==> config.mk <==
export PLATFORM = sky130hd
export DESIGN_NAME = mem_lsu_flat
export DESIGN_NICKNAME = d
export VERILOG_FILES = /design/src/rtl/mem_pkg.sv /design/src/rtl/mem_lsu_if.sv /design/src/rtl/lsu_align.sv /design/src/rtl/mem_lsu.sv /design/src/flat_wrapper.sv
export SDC_FILE = /design/constraint.sdc
export NUM_CORES = 1
export LEC_CHECK = 0
export BUFFER_PORTS_ARGS = -buffer_cell sky130_fd_sc_hd__buf_4
export CORE_MARGIN = 3
export CORE_UTILIZATION = 35
export CTS_CLUSTER_SIZE = 40
export DETAILED_ROUTE_END_ITERATION = 16
export HOLD_SLACK_MARGIN = 0.12
export MAX_ROUTING_LAYER = met4
export PLACE_DENSITY = 0.71
export SETUP_SLACK_MARGIN = 0.1
export SLEW_MARGIN = 20
export SYNTH_ARGS = -nofsm -noshare
export SYNTH_HDL_FRONTEND = slang
export SYNTH_SLANG_ARGS = --single-unit
==> constraint.sdc <==
create_clock -name clk -period 3.3 [get_ports clk]
set_input_delay 0 -clock clk [delete_from_list [all_inputs] [get_ports clk]]
set_output_delay 0 -clock clk [all_outputs]
set_load 0.01 [all_outputs]
==> src/rtl/mem_pkg.sv <==
// Shared types and lane helpers for the load/store unit: access sizes, FSM states,
// byte-enable generation, store replication and load extension.
package mem_pkg;

    typedef enum logic [1:0] {
        SIZE_B = 2'b00,
        SIZE_H = 2'b01,
        SIZE_W = 2'b10,
        SIZE_X = 2'b11
    } size_t;

    typedef enum logic [1:0] {
        IDLE  = 2'b00,
        ISSUE = 2'b01,
        WAIT  = 2'b10,
        RESP  = 2'b11
    } lsu_state_t;

    function automatic logic [3:0] byte_en(size_t size, logic [1:0] off);
        case (size)
            SIZE_B:  return 4'b0001 << off;
            SIZE_H:  return 4'b0011 << off;
            default: return 4'b1111;
        endcase
    endfunction

    function automatic logic [31:0] replicate(size_t size, logic [31:0] data);
        case (size)
            SIZE_B:  return {4{data[7:0]}};
            SIZE_H:  return {2{data[15:0]}};
            default: return data;
        endcase
    endfunction

    // Little-endian lane select followed by sign or zero extension.
    function automatic logic [31:0] extend(size_t size, logic [1:0] off, logic uns,
                                           logic [31:0] word);
        logic [31:0] sh;
        sh = word >> {off, 3'b000};
        case (size)
            SIZE_B:  return uns ? {24'h0, sh[7:0]} : {{24{sh[7]}}, sh[7:0]};
            SIZE_H:  return uns ? {16'h0, sh[15:0]} : {{16{sh[15]}}, sh[15:0]};
            default: return word;
        endcase
    endfunction

endpackage

==> src/rtl/mem_lsu_if.sv <==
// Core-side request/response handshake of the load/store unit.
interface mem_lsu_if import mem_pkg::*; ();
    logic        req_valid;
    logic        req_ready;
    logic [31:0] req_addr;
    logic        req_we;
    size_t       req_size;
    logic        req_unsigned;
    logic [31:0] req_wdata;
    logic        rsp_valid;
    logic        rsp_ready;
    logic [31:0] rsp_rdata;
    logic        rsp_fault;

    modport master (
        output req_valid, req_addr, req_we, req_size, req_unsigned, req_wdata, rsp_ready,
        input  req_ready, rsp_valid, rsp_rdata, rsp_fault
    );

    modport slave (
        input  req_valid, req_addr, req_we, req_size, req_unsigned, req_wdata, rsp_ready,
        output req_ready, rsp_valid, rsp_rdata, rsp_fault
    );
endinterface

==> src/rtl/lsu_align.sv <==
// Combinational lane logic: byte enables and write replication for the issue path,
// lane select and extension for the load-return path.
module lsu_align import mem_pkg::*; (
    input  size_t       size_i,
    input  logic [1:0]  off_i,
    input  logic        uns_i,
    input  logic [31:0] wdata_i,
    input  logic [31:0] rdata_i,
    output logic [3:0]  be_o,
    output logic [31:0] wdata_o,
    output logic [31:0] rdata_o
);
    assign be_o    = byte_en(size_i, off_i);
    assign wdata_o = replicate(size_i, wdata_i);
    assign rdata_o = extend(size_i, off_i, uns_i, rdata_i);
endmodule

==> src/rtl/mem_lsu.sv <==
// Load/store unit: one request at a time from the core to BRAM port B, with
// alignment/range checking and a held response register.
module mem_lsu import mem_pkg::*; #(
    parameter  int unsigned MEM_SIZE = 8192,
    localparam int unsigned AW       = $clog2(MEM_SIZE)
) (
    input  logic            clk,
    input  logic            rst,
    mem_lsu_if.slave        bus,
    output logic [AW-1:0]   mem_addr_o,
    output logic [31:0]     mem_wdata_o,
    input  logic [31:0]     mem_rdata_i,
    output logic [3:0]      mem_data_en_o,
    output logic            mem_write_en_o
);
    lsu_state_t    state_q;
    logic [1:0]    off_q;
    logic          we_q;
    logic          uns_q;
    size_t         size_q;
    logic          rsp_valid_q;
    logic          rsp_fault_q;
    logic [31:0]   rsp_rdata_q;
    logic [AW-1:0] mem_addr_q;
    logic [31:0]   mem_wdata_q;
    logic [3:0]    mem_be_q;
    logic          mem_we_q;

    size_t       al_size;
    logic [1:0]  al_off;
    logic [3:0]  al_be;
    logic [31:0] al_wdata;
    logic [31:0] al_rdata;
    logic        req_fault;

    // The aligner sees the live request in IDLE and the latched one afterwards.
    always_comb begin
        al_size = size_q;
        al_off  = off_q;
        if (state_q == IDLE) begin
            al_size = bus.req_size;
            al_off  = bus.req_addr[1:0];
        end
    end

    lsu_align u_align (
        .size_i  (al_size),
        .off_i   (al_off),
        .uns_i   (uns_q),
        .wdata_i (bus.req_wdata),
        .rdata_i (mem_rdata_i),
        .be_o    (al_be),
        .wdata_o (al_wdata),
        .rdata_o (al_rdata)
    );

    assign req_fault = (bus.req_size == SIZE_X)
                     | ((bus.req_size == SIZE_H) & bus.req_addr[0])
                     | ((bus.req_size == SIZE_W) & (|bus.req_addr[1:0]))
                     | (|bus.req_addr[31:AW]);

    always_ff @(posedge clk or posedge rst) begin
        if (rst) begin
            state_q     <= IDLE;
            off_q       <= 2'b00;
            we_q        <= 1'b0;
            uns_q       <= 1'b0;
            size_q      <= SIZE_B;
            rsp_valid_q <= 1'b0;
            rsp_fault_q <= 1'b0;
            rsp_rdata_q <= 32'h0;
            mem_addr_q  <= '0;
            mem_wdata_q <= 32'h0;
            mem_be_q    <= 4'h0;
            mem_we_q    <= 1'b0;
        end else begin
            case (state_q)
                IDLE: begin
                    if (bus.req_valid) begin
                        off_q  <= bus.req_addr[1:0];
                        we_q   <= bus.req_we;
                        uns_q  <= bus.req_unsigned;
                        size_q <= bus.req_size;
                        if (req_fault) begin
                            state_q     <= RESP;
                            rsp_valid_q <= 1'b1;
                            rsp_fault_q <= 1'b1;
                            rsp_rdata_q <= 32'h0;
                        end else begin
                            state_q     <= ISSUE;
                            mem_addr_q  <= bus.req_addr[AW-1:0];
                            mem_wdata_q <= al_wdata;
                            mem_be_q    <= al_be;
                            mem_we_q    <= bus.req_we;
                        end
                    end
                end
                ISSUE: begin
                    mem_be_q <= 4'h0;
                    mem_we_q <= 1'b0;
                    if (we_q) begin
                        state_q     <= RESP;
                        rsp_valid_q <= 1'b1;
                        rsp_fault_q <= 1'b0;
                        rsp_rdata_q <= 32'h0;
                    end else begin
                        state_q <= WAIT;
                    end
                end
                WAIT: begin
                    state_q     <= RESP;
                    rsp_valid_q <= 1'b1;
                    rsp_fault_q <= 1'b0;
                    rsp_rdata_q <= al_rdata;
                end
                RESP: begin
                    if (bus.rsp_ready) begin
                        state_q     <= IDLE;
                        rsp_valid_q <= 1'b0;
                    end
                end
                default: state_q <= IDLE;
            endcase
        end
    end

    assign bus.req_ready  = (state_q == IDLE);
    assign bus.rsp_valid  = rsp_valid_q;
    assign bus.rsp_fault  = rsp_fault_q;
    assign bus.rsp_rdata  = rsp_rdata_q;
    assign mem_addr_o     = mem_addr_q;
    assign mem_wdata_o    = mem_wdata_q;
    assign mem_data_en_o  = mem_be_q;
    assign mem_write_en_o = mem_we_q;

endmodule
==> src/flat_wrapper.sv <==
// flat-port wrapper written by rule: the top's interface ports become plain ports
module mem_lsu_flat import mem_pkg::*;
#(
    parameter  int unsigned MEM_SIZE = 8192,
    localparam int unsigned AW       = $clog2(MEM_SIZE)
)
  (clk, rst, mem_addr_o, mem_wdata_o, mem_rdata_i, mem_data_en_o, mem_write_en_o, bus_req_valid, bus_req_addr, bus_req_we, bus_req_size, bus_req_unsigned, bus_req_wdata, bus_rsp_ready, bus_req_ready, bus_rsp_valid, bus_rsp_rdata, bus_rsp_fault);
  mem_lsu_if bus_i ();
  input  logic clk;
  input  logic rst;
  output logic [AW-1:0] mem_addr_o;
  output logic [31:0] mem_wdata_o;
  input  logic [31:0] mem_rdata_i;
  output logic [3:0] mem_data_en_o;
  output logic mem_write_en_o;
  input wire logic [$bits(bus_i.req_valid)-1:0] bus_req_valid;
  input wire logic [$bits(bus_i.req_addr)-1:0] bus_req_addr;
  input wire logic [$bits(bus_i.req_we)-1:0] bus_req_we;
  input wire logic [$bits(bus_i.req_size)-1:0] bus_req_size;
  input wire logic [$bits(bus_i.req_unsigned)-1:0] bus_req_unsigned;
  input wire logic [$bits(bus_i.req_wdata)-1:0] bus_req_wdata;
  input wire logic [$bits(bus_i.rsp_ready)-1:0] bus_rsp_ready;
  output wire logic [$bits(bus_i.req_ready)-1:0] bus_req_ready;
  output wire logic [$bits(bus_i.rsp_valid)-1:0] bus_rsp_valid;
  output wire logic [$bits(bus_i.rsp_rdata)-1:0] bus_rsp_rdata;
  output wire logic [$bits(bus_i.rsp_fault)-1:0] bus_rsp_fault;
  assign bus_i.req_valid = bus_req_valid;
  assign bus_i.req_addr = bus_req_addr;
  assign bus_i.req_we = bus_req_we;
  assign bus_i.req_size = bus_req_size;
  assign bus_i.req_unsigned = bus_req_unsigned;
  assign bus_i.req_wdata = bus_req_wdata;
  assign bus_i.rsp_ready = bus_rsp_ready;
  assign bus_req_ready = bus_i.req_ready;
  assign bus_rsp_valid = bus_i.rsp_valid;
  assign bus_rsp_rdata = bus_i.rsp_rdata;
  assign bus_rsp_fault = bus_i.rsp_fault;
  mem_lsu #(.MEM_SIZE(MEM_SIZE)) u_core (.clk(clk), .rst(rst), .bus(bus_i), .mem_addr_o(mem_addr_o), .mem_wdata_o(mem_wdata_o), .mem_rdata_i(mem_rdata_i), .mem_data_en_o(mem_data_en_o), .mem_write_en_o(mem_write_en_o));
endmodule
# After elaboration in Yosys (flattened, before gate mapping)
# Index checks and enable logic that the tools add are counted.
[word_totals]
ff_bits = 92
latchBits = 0
mem_bits_rw = 0
mem_bits_ro = 0
n_memories = 0
[op_classes]
addsub = 0
mul = 0
div = 0
magnitude_cmp = 0
n_eq_ne = 12
n_shift = 3
muxes = 29
n_bitwise = 6
n_reduce_logical = 12
[ops]
columns = ["cell", "n"]
rows = [
  ["$mux 32", 5],
  ["$pmux 32 s2", 2],
  ["$pmux 32 s3", 1],
  ["$shr 32x5->16", 1],
  ["$reduce_or 19->1", 1],
  ["$pmux 4 s2", 2],
  ["$mux 2", 5],
  ["$eq 2x2->1 const B", 4],
  ["$mux 1", 8],
  ["$mux 4", 2],
  ["$pmux 2 s4", 1],
  ["$reduce_and 4->1", 2],
  ["$eq 2x1->1 const B", 3],
  ["$ne 2x2->1 const B", 3],
  ["$reduce_and 3->1", 2],
  ["$logic_not 2->1", 2],
  ["$ne 2x1->1 const B", 2],
  ["$pmux 1 s4", 1],
  ["$reduce_and 2->1", 2],
  ["$shl 1x2->4 const A", 1],
  ["$shl 2x2->4 const A", 1],
  ["$or 1x1->1", 3],
  ["$pmux 1 s3", 1],
  ["$reduce_bool 3->1", 1],
  ["5 further kinds", 6],
]

# Logic depth before layout (Yosys ltp)
[depth]
ltp_word = 8
mapped_depth = 11
mapped_depth_nobuf = 8

# Hierarchy
# Synthesis repeated with hierarchy kept, for this count alone.
[hier_totals]
cells_unflattened = 500
hier_area_um2 = 5317.6
[by_module_without_submodules]
columns = ["mod", "n_inst", "cells_each", "area_each_um2", "seq_area_each_um2"]
rows = [
  ["mem_lsu", 1, 309, 3981.3, 2302.2],
  ["lsu_align", 1, 191, 1336.3, 0.0],
]

# Least setup slack after synthesis
# OpenSTA, ideal clock, no wires.
[synth_path]
path_type = "register to register"
start = "register u_core.state_q[0]"
end = "register u_core.rsp_rdata_q[17], in the netlist u_core.bus.rsp_rdata[17]"
t_arrival_ns = 2.138
required_time_ns = 3.181
path_slack_ns = 1.043
path_stages_with_launch = 10
synth_period_minus_slack_ns = 2.257
cell_sequence = "dfrtp_1 -> inv_1 -> ha_1 -> buf_4 -> mux2_2 -> o221a_2 -> buf_6 -> o21ai_4 -> buf_6 -> o21ai_2"
[synth_between]
elab_chain_len = 6
[synth_rtl]
columns = ["item", "line_no", "rtl"]
rows = [
  ["start, declared", "mem_lsu.sv:16", "lsu_state_t state_q;"],
  ["start signal, assigned", "mem_lsu.sv:64", "state_q <= IDLE;"],
  ["start signal, assigned", "mem_lsu.sv:85", "state_q <= RESP;"],
  ["start signal, assigned", "mem_lsu.sv:90", "state_q <= ISSUE;"],
  ["$logic_not 2->1 (*)", "-", ""],
  ["net bus_req_ready", "flat_wrapper.sv:23", "output wire logic [$bits(bus_i.req_ready)-1:0] bus_req_ready;"],
  ["$mux 2", "mem_lsu.sv:40", "if (state_q == IDLE) begin"],
  ["$shr 32x5->16", "mem_pkg.sv:39", "sh = word >> {off, 3'b000};"],
  ["$mux 32, on equally long branches", "mem_pkg.sv:42, mem_pkg.sv:41", ""],
  ["$pmux 32 s2", "mem_pkg.sv:40", "case (size)"],
  ["$pmux 32 s3", "mem_lsu.sv:77", "case (state_q)"],
  ["end signal, assigned", "mem_lsu.sv:114", "rsp_rdata_q <= al_rdata;"],
  ["end, declared", "mem_lsu.sv:23", "logic [31:0] rsp_rdata_q;"],
]
# The timed path passes the listed nets; every way through them passes the cells marked *.
# A chain may end at the register's enable or synchronous reset.

# Worst setup path after layout
[layout_path]
start = "register u_core.state_q[0]"
end = "register u_core.mem_wdata_q[27], in the netlist u_core.mem_wdata_o[27]"
[layout_between]
elab_chain_len = 4
[layout_rtl]
columns = ["item", "line_no", "rtl"]
rows = [
  ["$logic_not 2->1 (*)", "mem_lsu.sv:40, mem_lsu.sv:77", ""],
  ["$mux 2", "mem_lsu.sv:40", ""],
  ["$eq 2x1->1 / $logic_not 2->1 (equally long branches)", "mem_pkg.sv:28", "case (size)"],
  ["$pmux 32 s2", "mem_pkg.sv:28", ""],
  ["end signal, assigned", "mem_lsu.sv:92", "mem_wdata_q <= al_wdata;"],
  ["end, declared", "mem_lsu.sv:25", "logic [31:0] mem_wdata_q;"],
]
# Mark *: on every way between the ends. The rest lies on a longest branch, timed or not.

==> reports/results.txt <==
P per Cell Area: 660.0 nW/um2
crit-path most repeated cell: nand2_1
status: finished clean
Total Die Area: 14620 um2
Synth Area in Simple Gates: 0.1283
share of the synthesized area in the top cell type: 0.4981
critical path cell sequence: inv_1 > ha_2 > nand2_1 > nand2_1 > mux2i_1 > nor2_1 > a21oi_1 > dlygate4sd3_1 > o21ai_0
slowest CP cell: dlygate4sd3_1
min-delay src: bus_req_addr[19]
Area contributors post-synth: dfrtp_1 (50%), mux2i_1 (8.4%), mux2_2 (7.3%)
Crit Path Category: reg -> reg
Gate Count Post-Synth: 464
DRC violations left: 0
delay-heaviest family, CP: buffers and inverters
share of post-route cells with drive strength above 1: 0.3586
GPL Wtd Cong: 0.9632
setup TNS: 0 ps
Final Max Tran Viols: 0
Max Freq: 349.7 MHz
Seq/Total Area, Yosys: 0.4981
Detailed Route WL: 15690 um
DR vias/cell: 5.061
Worst Setup End Kind: flip-flop
unrepaired setup endpoints after global routing: no
global route overflow: 0
slowest stage delay, CP: 560 ps
launch point of the worst reg-to-reg path: u_core.state_q[0]
mapped cell area: 4622 um2
Worst Skew: 6.419 ps
Synth Area in XOR/XNOR: 0
CTS root buffer: clkbuf_16
Post-Layout Cell Count: 913
Initial Util: 0.3618
synthesis-to-finish area growth: 59.18%
postcts setup bufs: 0
worst reg2reg path depth: 9
worst-margin pin slew: 849.6 ps
sink of the worst hold path: u_core.state_q[1]
largest family of logic cells by synthesized area: compound AO/OA/AOI/OAI gates
r2r setup slk: 440 ps
average wire per standard cell: 17.18 um
clock buffer depth: 2
Slew HR: 0.4336
compound-gate portion of the synthesized area: 0.1668
Final nets: 842
hold slack: 225.1 ps
Placed Cells incl. Taps: 808
area of the multi-input gates: 2151 um2
Final Power: 0.004855 W
Clk pin slew, worst setup/hold paths: 60 ps
YS warnings: 0
H-Tree Depth: 3
Final Hold Viols: 0
final core utilization: 0.5760
total number of vias: 4621
final worst path period share: 0.8666
First-pass DRT Iterations: 5
Filler cells: 1080
VDD IR max: 0.0003207 V
buffers added on ports: 188
worst path arrival time: 3060 ps
Hold/Removal Path Class: in -> reg
Final ANT Viol Nets: 0
Site Rows: 41
mux cell area share after synthesis: 0.1576
Worst EP required: 3500 ps
Inserted Clock Buffers: 9
CP Launch Type: flip-flop
largest net degree at the start of global routing: 69
Chip Width: 120.9 um
CTS tree: built
core area: 12770 um2
Worst Path Buf+Inv: 2
clk_lat worst skew: 340 ps
hold depth: 5
DPL Wire Length: 10850 um
Setup violations, final: 0
Die Y: 120.9 um
P_leak: 3.659 nW
Netlist cell types: 41
sequential standard cell area: 2302 um2
Ports: 189
synthesized flop and latch total: 92
total track usage: 0.2211
Synth Area in Adders: 0.01083
Syn Area/Cell: 9.961 um2
crit path max fanout: 21
R2R Path End: u_core.mem_wdata_o[27]
dominant cell type by area after synthesis: dfrtp_1
Min Clock Period, post-route: 2860 ps
vias in the first global route: 4889
DR iter-0 viols: 344
first-pass GRT wire length: 24820 um
clock sink count: 92
maxcap violations: 0
initial antenna violation count: 1
Synthesized Nets: 572
-- cells in the mapped netlist (all sizes together) --
cell type / count
dfrtp: 92
o21ai: 77
nand2: 76
mux2i: 39
nor2: 39
mux2: 30
a21oi: 26
buf: 17
o22ai: 11
clkbuf: 10
inv: 9
ha: 4
nand2b: 4
nor4: 4
nand3: 3
a32o: 2
nor2b: 2
o211ai: 2
o31ai: 2
a2111oi: 1
a21o: 1
a222oi: 1
and2: 1
and3b: 1
nor3: 1
nor3b: 1
nor4b: 1
o21a: 1
o21bai: 1
o221a: 1
o22a: 1
o311ai: 1
or2: 1
or3: 1
-- worst reg2reg max path: stages (launching register included) --
cell and delay [ps]:
dfrtp_1 410, inv_1 130, ha_2 480, nand2_1 170, nand2_1 440, mux2i_1 250
nor2_1 60, a21oi_1 140, dlygate4sd3_1 560, o21ai_0 80
-- cell families after synthesis --
family	after synthesis
adders and majority gates	4
DFF	92
muxes	69
and+or+nand+nor	135
buffers and inverters	36
AOI/OAI and AO/OA	128
-- cell type report --
cell class,count,area share
diodes,2,0.0006803
clock buffers,15,0.03776
clock inverters,1,0.0006803
inverters,9,0.004932
repair buffers,286,0.3214
multi-input cells,336,0.2923
flip-flops and latches,92,0.3129
well taps,172,0.02925
-- state kept, by name, indices dropped and copies added, names as in the netlist --
signal	count
u_core.bus.rsp_fault	1
u_core.bus.rsp_rdata	32
u_core.bus.rsp_valid	1
u_core.mem_addr_o	13
u_core.mem_data_en_o	4
u_core.mem_wdata_o	32
u_core.mem_write_en_o	1
u_core.off_q	2
u_core.size_q	2
u_core.state_q	2
u_core.uns_q	1
u_core.we_q	1
-- cells in the final DEF (no fill, tap or decap), types with 2 or more instances in the layout --
| master | n |
|---|---|
| nand3_1 | 2 |
| dlygate4sd3_1 | 87 |
| a32o_1 | 2 |
| inv_1 | 8 |
| ha_1 | 3 |
| nand2_1 | 74 |
| nor4_1 | 4 |
| nor2_1 | 38 |
| clkbuf_1 | 3 |
| a21oi_1 | 26 |
| nand2_2 | 2 |
| mux2_2 | 30 |
| nor2b_1 | 2 |
| o21ai_0 | 66 |
| o31ai_1 | 2 |
| mux2i_1 | 38 |
| o211ai_1 | 2 |
| clkbuf_8 | 3 |
| o21ai_2 | 10 |
| o22ai_1 | 11 |
| buf_4 | 199 |
| diode_2 | 2 |
| dfrtp_1 | 92 |
| nand2b_1 | 4 |
| clkbuf_16 | 9 |
-- worst max-delay path by stage --
| stage | end | slack, ps | cells past startpoint | start |
|---|---|---|---|---|
| after floorplan | u_core.bus.rsp_fault | 910 | 1 | rst |
| after global placement | u_core.bus.rsp_rdata[28] | 420 | 8 | u_core.state_q[0] |
| after detailed placement | u_core.bus.rsp_rdata[29] | 260 | 8 | u_core.state_q[0] |
| after CTS | u_core.mem_wdata_o[31] | 190 | 9 | u_core.state_q[0] |
| after global routing | u_core.mem_wdata_o[31] | 200 | 9 | u_core.state_q[0] |
| final | u_core.mem_wdata_o[27] | 440 | 9 | u_core.state_q[0] |
-- layer usage --
metal,GRT usage,vias up,part of all wire
met5,-,-,0
met1,0.2668,2204,0.42
met4,0.08357,0,0.030
met3,0.04662,37,0.070
met2,0.3654,214,0.48
li1,-,2166,-
-- through the flow --
stage	setup slack, ps	area [um2]
after floorplan	908.0	4622
after global placement	417.7	6196
after detailed placement	255.3	6196
after CTS	185.5	7350
after global routing	198.5	7355
final	440.3	7357
-- where the power goes --
part / switching (W) / internal, W / total, W
Clock: 0.000421 / 0.000573 / 0.000993
Combinational: 0.00143 / 0.00104 / 0.00247
Sequential: 0.000113 / 0.00128 / 0.00140
-- what timing repair did --
item,in CTS,in global routing
gates resized for setup,0,1
endpoints found under the setup margin,0,9
endpoints found under the hold margin,152,0
hold buffers,87,0
No activity file was read; power rests on OpenSTA's default activity.
